--- src/rtl/stack_pkg.sv ---
`default_nettype none
// +------------------------------------------------------------------+
// | Module   : stack_pkg                                             |
// | Brief    : Shared types and helpers for the LIFO stack.          |
// | Revision : 1.0                                                   |
// +------------------------------------------------------------------+
package stack_pkg;

    localparam int STACK_DEFAULT_WIDTH = 9;

    typedef enum logic [1:0] {
        OP_NONE    = 2'd0,
        OP_PUSH    = 2'd1,
        OP_POP     = 2'd2,
        OP_REPLACE = 2'd3
    } stack_op_t;

    // Ceiling log2; returns 0 for values <= 1.
    function automatic int clog2(input int value);
        int r;
        r = 0;
        while ((1 << r) < value) begin
            r = r + 1;
        end
        return r;
    endfunction

endpackage
`default_nettype wire

--- src/rtl/stack_mem.sv ---
`default_nettype none
// +------------------------------------------------------------------+
// | Module   : stack_mem                                             |
// | Brief    : Register array, one sync write port, one async read.  |
// | Revision : 1.0                                                   |
// +------------------------------------------------------------------+
module stack_mem #(
    parameter int WIDTH   = 9,
    parameter int ENTRIES = 7,
    parameter int ADDR_W  = 3
) (
    input  logic              clk,
    input  logic              we,
    input  logic [ADDR_W-1:0] waddr,
    input  logic [WIDTH-1:0]  wdata,
    input  logic [ADDR_W-1:0] raddr,
    output logic [WIDTH-1:0]  rdata
);

    logic [WIDTH-1:0] r_mem [ENTRIES];

    // Contents are intentionally not reset; occupancy tracking makes stale data unreachable.
    always_ff @(posedge clk) begin
        if (we) begin
            r_mem[waddr] <= wdata;
        end
    end

    assign rdata = r_mem[raddr];

endmodule
`default_nettype wire

--- src/rtl/lifo_stack.sv ---
`default_nettype none
// +------------------------------------------------------------------+
// | Module   : lifo_stack                                            |
// | Brief    : Parametrised LIFO with registered top, flags, errors. |
// | Revision : 1.0                                                   |
// +------------------------------------------------------------------+
module lifo_stack
    import stack_pkg::*;
#(
    parameter int WIDTH        = STACK_DEFAULT_WIDTH,
    parameter int DEPTH        = 8,
    parameter int WRAP_ON_FULL = 0,
    parameter int CNT_W        = $clog2(DEPTH+1)
) (
    input  logic             clk,
    input  logic             rst,
    input  logic             push,
    input  logic             pop,
    input  logic [WIDTH-1:0] in,
    output logic [WIDTH-1:0] out,
    output logic             empty,
    output logic             full,
    output logic [CNT_W-1:0] count,
    output logic             overflow,
    output logic             underflow
);

    localparam int             c_ptr_w = (clog2(DEPTH-1) < 1) ? 1 : clog2(DEPTH-1);
    localparam bit             c_wrap  = (WRAP_ON_FULL != 0);
    localparam [c_ptr_w-1:0]   c_last  = c_ptr_w'(DEPTH-2);
    localparam [CNT_W-1:0]     c_depth = CNT_W'(DEPTH);
    localparam [CNT_W-1:0]     c_one   = CNT_W'(1);

    logic [WIDTH-1:0]   r_top;
    logic [CNT_W-1:0]   r_count;
    logic [c_ptr_w-1:0] r_ptr;
    logic               r_empty;
    logic               r_full;
    logic               r_ovf;
    logic               r_unf;

    stack_op_t          w_op;
    logic [WIDTH-1:0]   w_top_nxt;
    logic [CNT_W-1:0]   w_cnt_nxt;
    logic [c_ptr_w-1:0] w_ptr_nxt;
    logic [c_ptr_w-1:0] w_ptr_inc;
    logic [c_ptr_w-1:0] w_ptr_dec;
    logic               w_we;
    logic               w_ovf;
    logic               w_unf;
    logic [WIDTH-1:0]   w_rd;

    // r_ptr is the next free slot; the entry just below the top sits at r_ptr-1.
    assign w_ptr_inc = (r_ptr == c_last) ? '0 : r_ptr + c_ptr_w'(1);
    assign w_ptr_dec = (r_ptr == '0) ? c_last : r_ptr - c_ptr_w'(1);

    stack_mem #(
        .WIDTH   (WIDTH),
        .ENTRIES (DEPTH-1),
        .ADDR_W  (c_ptr_w)
    ) u_mem (
        .clk   (clk),
        .we    (w_we),
        .waddr (r_ptr),
        .wdata (r_top),
        .raddr (w_ptr_dec),
        .rdata (w_rd)
    );

    // A combined request on an empty stack has nothing to replace, so it is a plain push.
    always_comb begin
        w_op = OP_NONE;
        if (push && pop) begin
            w_op = r_empty ? OP_PUSH : OP_REPLACE;
        end else if (push) begin
            w_op = OP_PUSH;
        end else if (pop) begin
            w_op = OP_POP;
        end
    end

    always_comb begin
        w_top_nxt = r_top;
        w_cnt_nxt = r_count;
        w_ptr_nxt = r_ptr;
        w_we      = 1'b0;
        w_ovf     = 1'b0;
        w_unf     = 1'b0;
        case (w_op)
            OP_PUSH: begin
                w_ovf = r_full;
                if (!r_full || c_wrap) begin
                    w_top_nxt = in;
                    // When full, the slot at r_ptr holds the oldest entry and is overwritten.
                    if (!r_empty) begin
                        w_we      = 1'b1;
                        w_ptr_nxt = w_ptr_inc;
                    end
                    if (!r_full) begin
                        w_cnt_nxt = r_count + c_one;
                    end
                end
            end
            OP_POP: begin
                if (r_empty) begin
                    w_unf = 1'b1;
                end else if (r_count == c_one) begin
                    w_top_nxt = '0;
                    w_cnt_nxt = '0;
                end else begin
                    w_top_nxt = w_rd;
                    w_ptr_nxt = w_ptr_dec;
                    w_cnt_nxt = r_count - c_one;
                end
            end
            OP_REPLACE: begin
                w_top_nxt = in;
            end
            default: begin
            end
        endcase
    end

    always_ff @(posedge clk) begin
        if (rst) begin
            r_top   <= '0;
            r_count <= '0;
            r_ptr   <= '0;
            r_empty <= 1'b1;
            r_full  <= 1'b0;
            r_ovf   <= 1'b0;
            r_unf   <= 1'b0;
        end else begin
            r_top   <= w_top_nxt;
            r_count <= w_cnt_nxt;
            r_ptr   <= w_ptr_nxt;
            r_empty <= (w_cnt_nxt == '0);
            r_full  <= (w_cnt_nxt == c_depth);
            r_ovf   <= w_ovf;
            r_unf   <= w_unf;
        end
    end

    assign out       = r_top;
    assign count     = r_count;
    assign empty     = r_empty;
    assign full      = r_full;
    assign overflow  = r_ovf;
    assign underflow = r_unf;

endmodule
`default_nettype wire

--- config.mk ---
export PLATFORM = sky130hd
export DESIGN_NAME = lifo_stack
export DESIGN_NICKNAME = d
export VERILOG_FILES = /design/src/rtl/stack_pkg.sv /design/src/rtl/stack_mem.sv /design/src/rtl/lifo_stack.sv
export SDC_FILE = /design/constraint.sdc
export NUM_CORES = 1
export LEC_CHECK = 0
export CAP_MARGIN = 10
export CORE_UTILIZATION = 38
export DETAILED_ROUTE_END_ITERATION = 16
export PLACE_DENSITY = 0.54
export SLEW_MARGIN = 10
export SYNTH_ARGS = -nofsm -noshare
export SYNTH_HDL_FRONTEND = slang
export SYNTH_SLANG_ARGS = --single-unit
--- constraint.sdc ---
create_clock -name clk -period 2.7 [get_ports clk]
set_input_delay 0.675 -clock clk [delete_from_list [all_inputs] [get_ports clk]]
set_output_delay 0.675 -clock clk [all_outputs]
set_load 0.005 [all_outputs]
==> flow_metrics.tcl <==
set metrics [dict create \
    status "finished clean" \
    wl_per_cell_um 17.7 \
    fin_crit_sh_pct 87.9 \
    pwr_density_cell_nw_per_um2 626 \
    post_cts_buffers 0 \
    final_area_um2 4490 \
    worstSetupPathType "primary input to flip-flop" \
    power_frac_seq_pct 52.3 \
    cts_buffers 9 \
    finClkSkew_ns 0.00978 \
    final_cell_count_no_fill 491 \
    slew_headroom_pct 64.8 \
    p_int_mw 1.98 \
    layout.area.seq_um2 2290 \
    cts_resized 0 \
    slew_viol_final 0 \
    die_area_um2 10200 \
    synth_async_sr_flop_share_pct 0 \
    portBuffers 29 \
    place_area_um2 4310 \
    drt_first_iter_violations 190 \
    ys_ff_latch 83 \
    cts_tree "built" \
    nets 381 \
    via_per_inst 5.28 \
    ys_seq_area_share_pct 61.8 \
    synth_edf_count 63 \
    num_vias 2592 \
    switching_share_pct 29.4 \
    total_power_mw 2.81 \
    cts_htree_levels 3 \
    fmax_mhz 421 \
    vdd_drop_max_mv 0.266 \
    n_fill_cell 844 \
    syn_nets 328 \
    drcViolationCount 0 \
    clockRootBuffer "clkbuf_8" \
    hold_start "out[4]$_SDFFE_PP0P_" \
    rows 35 \
    antenna_found_initial 0 \
    worstSetupStartpointType "primary input" \
    ant_nets 0 \
    wl_mm 8.68 \
    num_antenna_cells 0 \
    dieHeight_um 101 \
    end_kind "flip-flop" \
    tightestPinTransition_ns 0.525 \
    initial_core_util_pct 39.7 \
    cts_sinks 83 \
    reg2reg_from "r_ptr[1]$_SDFFE_PP0P_" \
    synthDistinctLibCells 44 \
    grt_overflow 0 \
    p_clk_share_pct 30.1 \
    clkSlewWorstSetupHoldPaths_ns 0.09 \
    dp_cells 475 \
    worst_skew_pair.late_latency_ns 0.36 \
    area.growth.synth_to_final_pct 21.1 \
    yosysWarnings 0 \
    combPwrFrac_pct 17.6 \
    hp-class "flip-flop to flip-flop" \
    finalHoldViolations 0 \
    avgSynthCellArea_um2 12.2 \
    dp_hpwl_mm 5.67 \
    switchingPower_mw 0.826 \
    critPathLaunch "push" \
    cts_buffer_depth 2 \
    critPathMaxFanout 10 \
    multiInputGateArea_um2 1280 \
    ys.flop_type "edfxtp_1" \
    grt_max_degree 25 \
    place_congestion 0.805 \
    leakage_nw 1.52 \
    grt_pass1_wl_mm 13.6 \
    reg2reg_slack_ns 0.37 \
    ios 30 \
    drive_above_1_share_pct 14.6 \
    fp.coreArea_um2 9330 \
    syn-instance-count 304 \
    drtPass1Iterations 4 \
    syn-cell-area_um2 3710 \
    fp.dieW_um 101 \
    setup_violations 0 \
    critPathRequiredTime_ns 2.94 \
    drv_cap 0 \
    final.setup.tns_ns 0 \
    rsz0062_at_grt "false" \
    period_needed_ns 2.37 \
    grt_usage_pct 18.5 \
    postCtsHoldBufs 0 \
    worstPathArrival_ns 2.62 \
    grt_pass1_vias 2472 \
]
[final cells by class]
cell class	instances	area share [%]
Tap cell	129	3.60
Clock buffer	9	2.76
Inverter	10	0.836
Timing Repair Buffer	61	11.8
Multi-Input combinational cell	192	28.6
Clock inverter	7	1.31
Sequential cell	83	51.1
[worst paths after layout]
check	to	depth (start not counted)
worst min-delay path	u_mem.r_mem[4][4]$_DFFE_PP_	1
worst max-delay path	out[4]$_SDFFE_PP0P_	9
worst max register to register	out[4]$_SDFFE_PP0P_	7
worst min register to register	u_mem.r_mem[4][4]$_DFFE_PP_	1
[worst max-delay path: stages]
cell	delay (ns)
clkdlybuf4s50_1	0.48
nand2_1	0.05
and2_1	0.16
ha_1	0.30
buf_4	0.19
a211oi_2	0.20
buf_4	0.21
nor2_1	0.05
a311oi_1	0.31
[metal layers]
layer,part of all wire [%],global-route usage [%]
met1,48,26.4
met2,44,27.2
met3,6.8,3.95
met4,1.9,7.69
met5,0,0
[state kept, by name (all words and copies together), names as in the netlist]
name         count
count            4
underflow        1
empty            1
u_mem.r_mem     63
full             1
out              9
overflow         1
r_ptr            3
[power by group through the flow]
stage	combinational [mW]	sequential [mW]	clock (mW)
after CTS	0.496	1.47	0.875
after global routing	0.545	1.48	0.919
after global placement	0.493	1.50	0
after detailed placement	0.494	1.50	0
final	0.495	1.47	0.846
after floorplan	0.298	1.50	0
[metrics by stage]
stage / hold slack [ns] / setup slack, ns / utilization [%]
3_5_place_dp: 0.560 / -0.0620 / 46.2
4_1_cts: 0.578 / 0.323 / 48.1
2_1_floorplan: 0.518 / 0.132 / -
5_1_grt: 0.597 / 0.140 / 48.1
3_3_place_gp: 0.557 / -0.00939 / 46.2
6_report: 0.575 / 0.327 / 48.1
[synth_stat cells, types with 2 or more instances]
library cell	count	area, um2
nor3_1	5	25.0
and2_1	2	12.5
clkbuf_1	12	45.0
o21a_1	2	15.0
nor2_1	33	124
a211oi_1	2	15.0
a221o_1	9	90.1
nor4bb_1	2	20.0
buf_2	5	25.0
inv_1	9	33.8
nor2b_1	3	18.8
a311o_1	9	90.1
mux2i_1	12	120
edfxtp_1	63	1890
nand2b_1	4	25.0
nand3b_1	3	22.5
o21ai_0	22	110
nand3_1	3	15.0
a311oi_1	9	78.8
a21oi_1	23	115
dfxtp_1	20	400
buf_6	2	22.5
ha_1	11	138
nand2_1	19	71.3
[logic make-up (layout without fill, tap and decap cells)]
| family | Yosys count | in the layout | share of synthesized area, % |
|---|---|---|---|
| buffers and inverters | 29 | 87 | 3.51 |
| adders and majority gates | 11 | 11 | 3.71 |
| DFF | 83 | 83 | 61.8 |
| AOI/OAI and AO/OA | 88 | 88 | 16.7 |
| muxes | 13 | 13 | 3.54 |
| and+or+nand+nor | 80 | 80 | 10.7 |
[cells in the final DEF, fill, tap and decap left out, drive strengths merged, types with 2 or more instances in the layout]
cell type,n
clkbuf,9
a211oi,3
nand2,19
nand3b,3
nor2b,3
nor2,34
o21ai,23
edfxtp,63
nor3,5
a221o,9
buf,32
nand2b,4
clkdlybuf4s50,29
clkinv,4
dfxtp,20
o21a,2
inv,12
a311oi,10
nand3,3
nor4bb,2
a21oi,23
ha,11
and2,2
mux2i,12
a311o,9
Note: power is estimated with default switching activity, not from simulation.
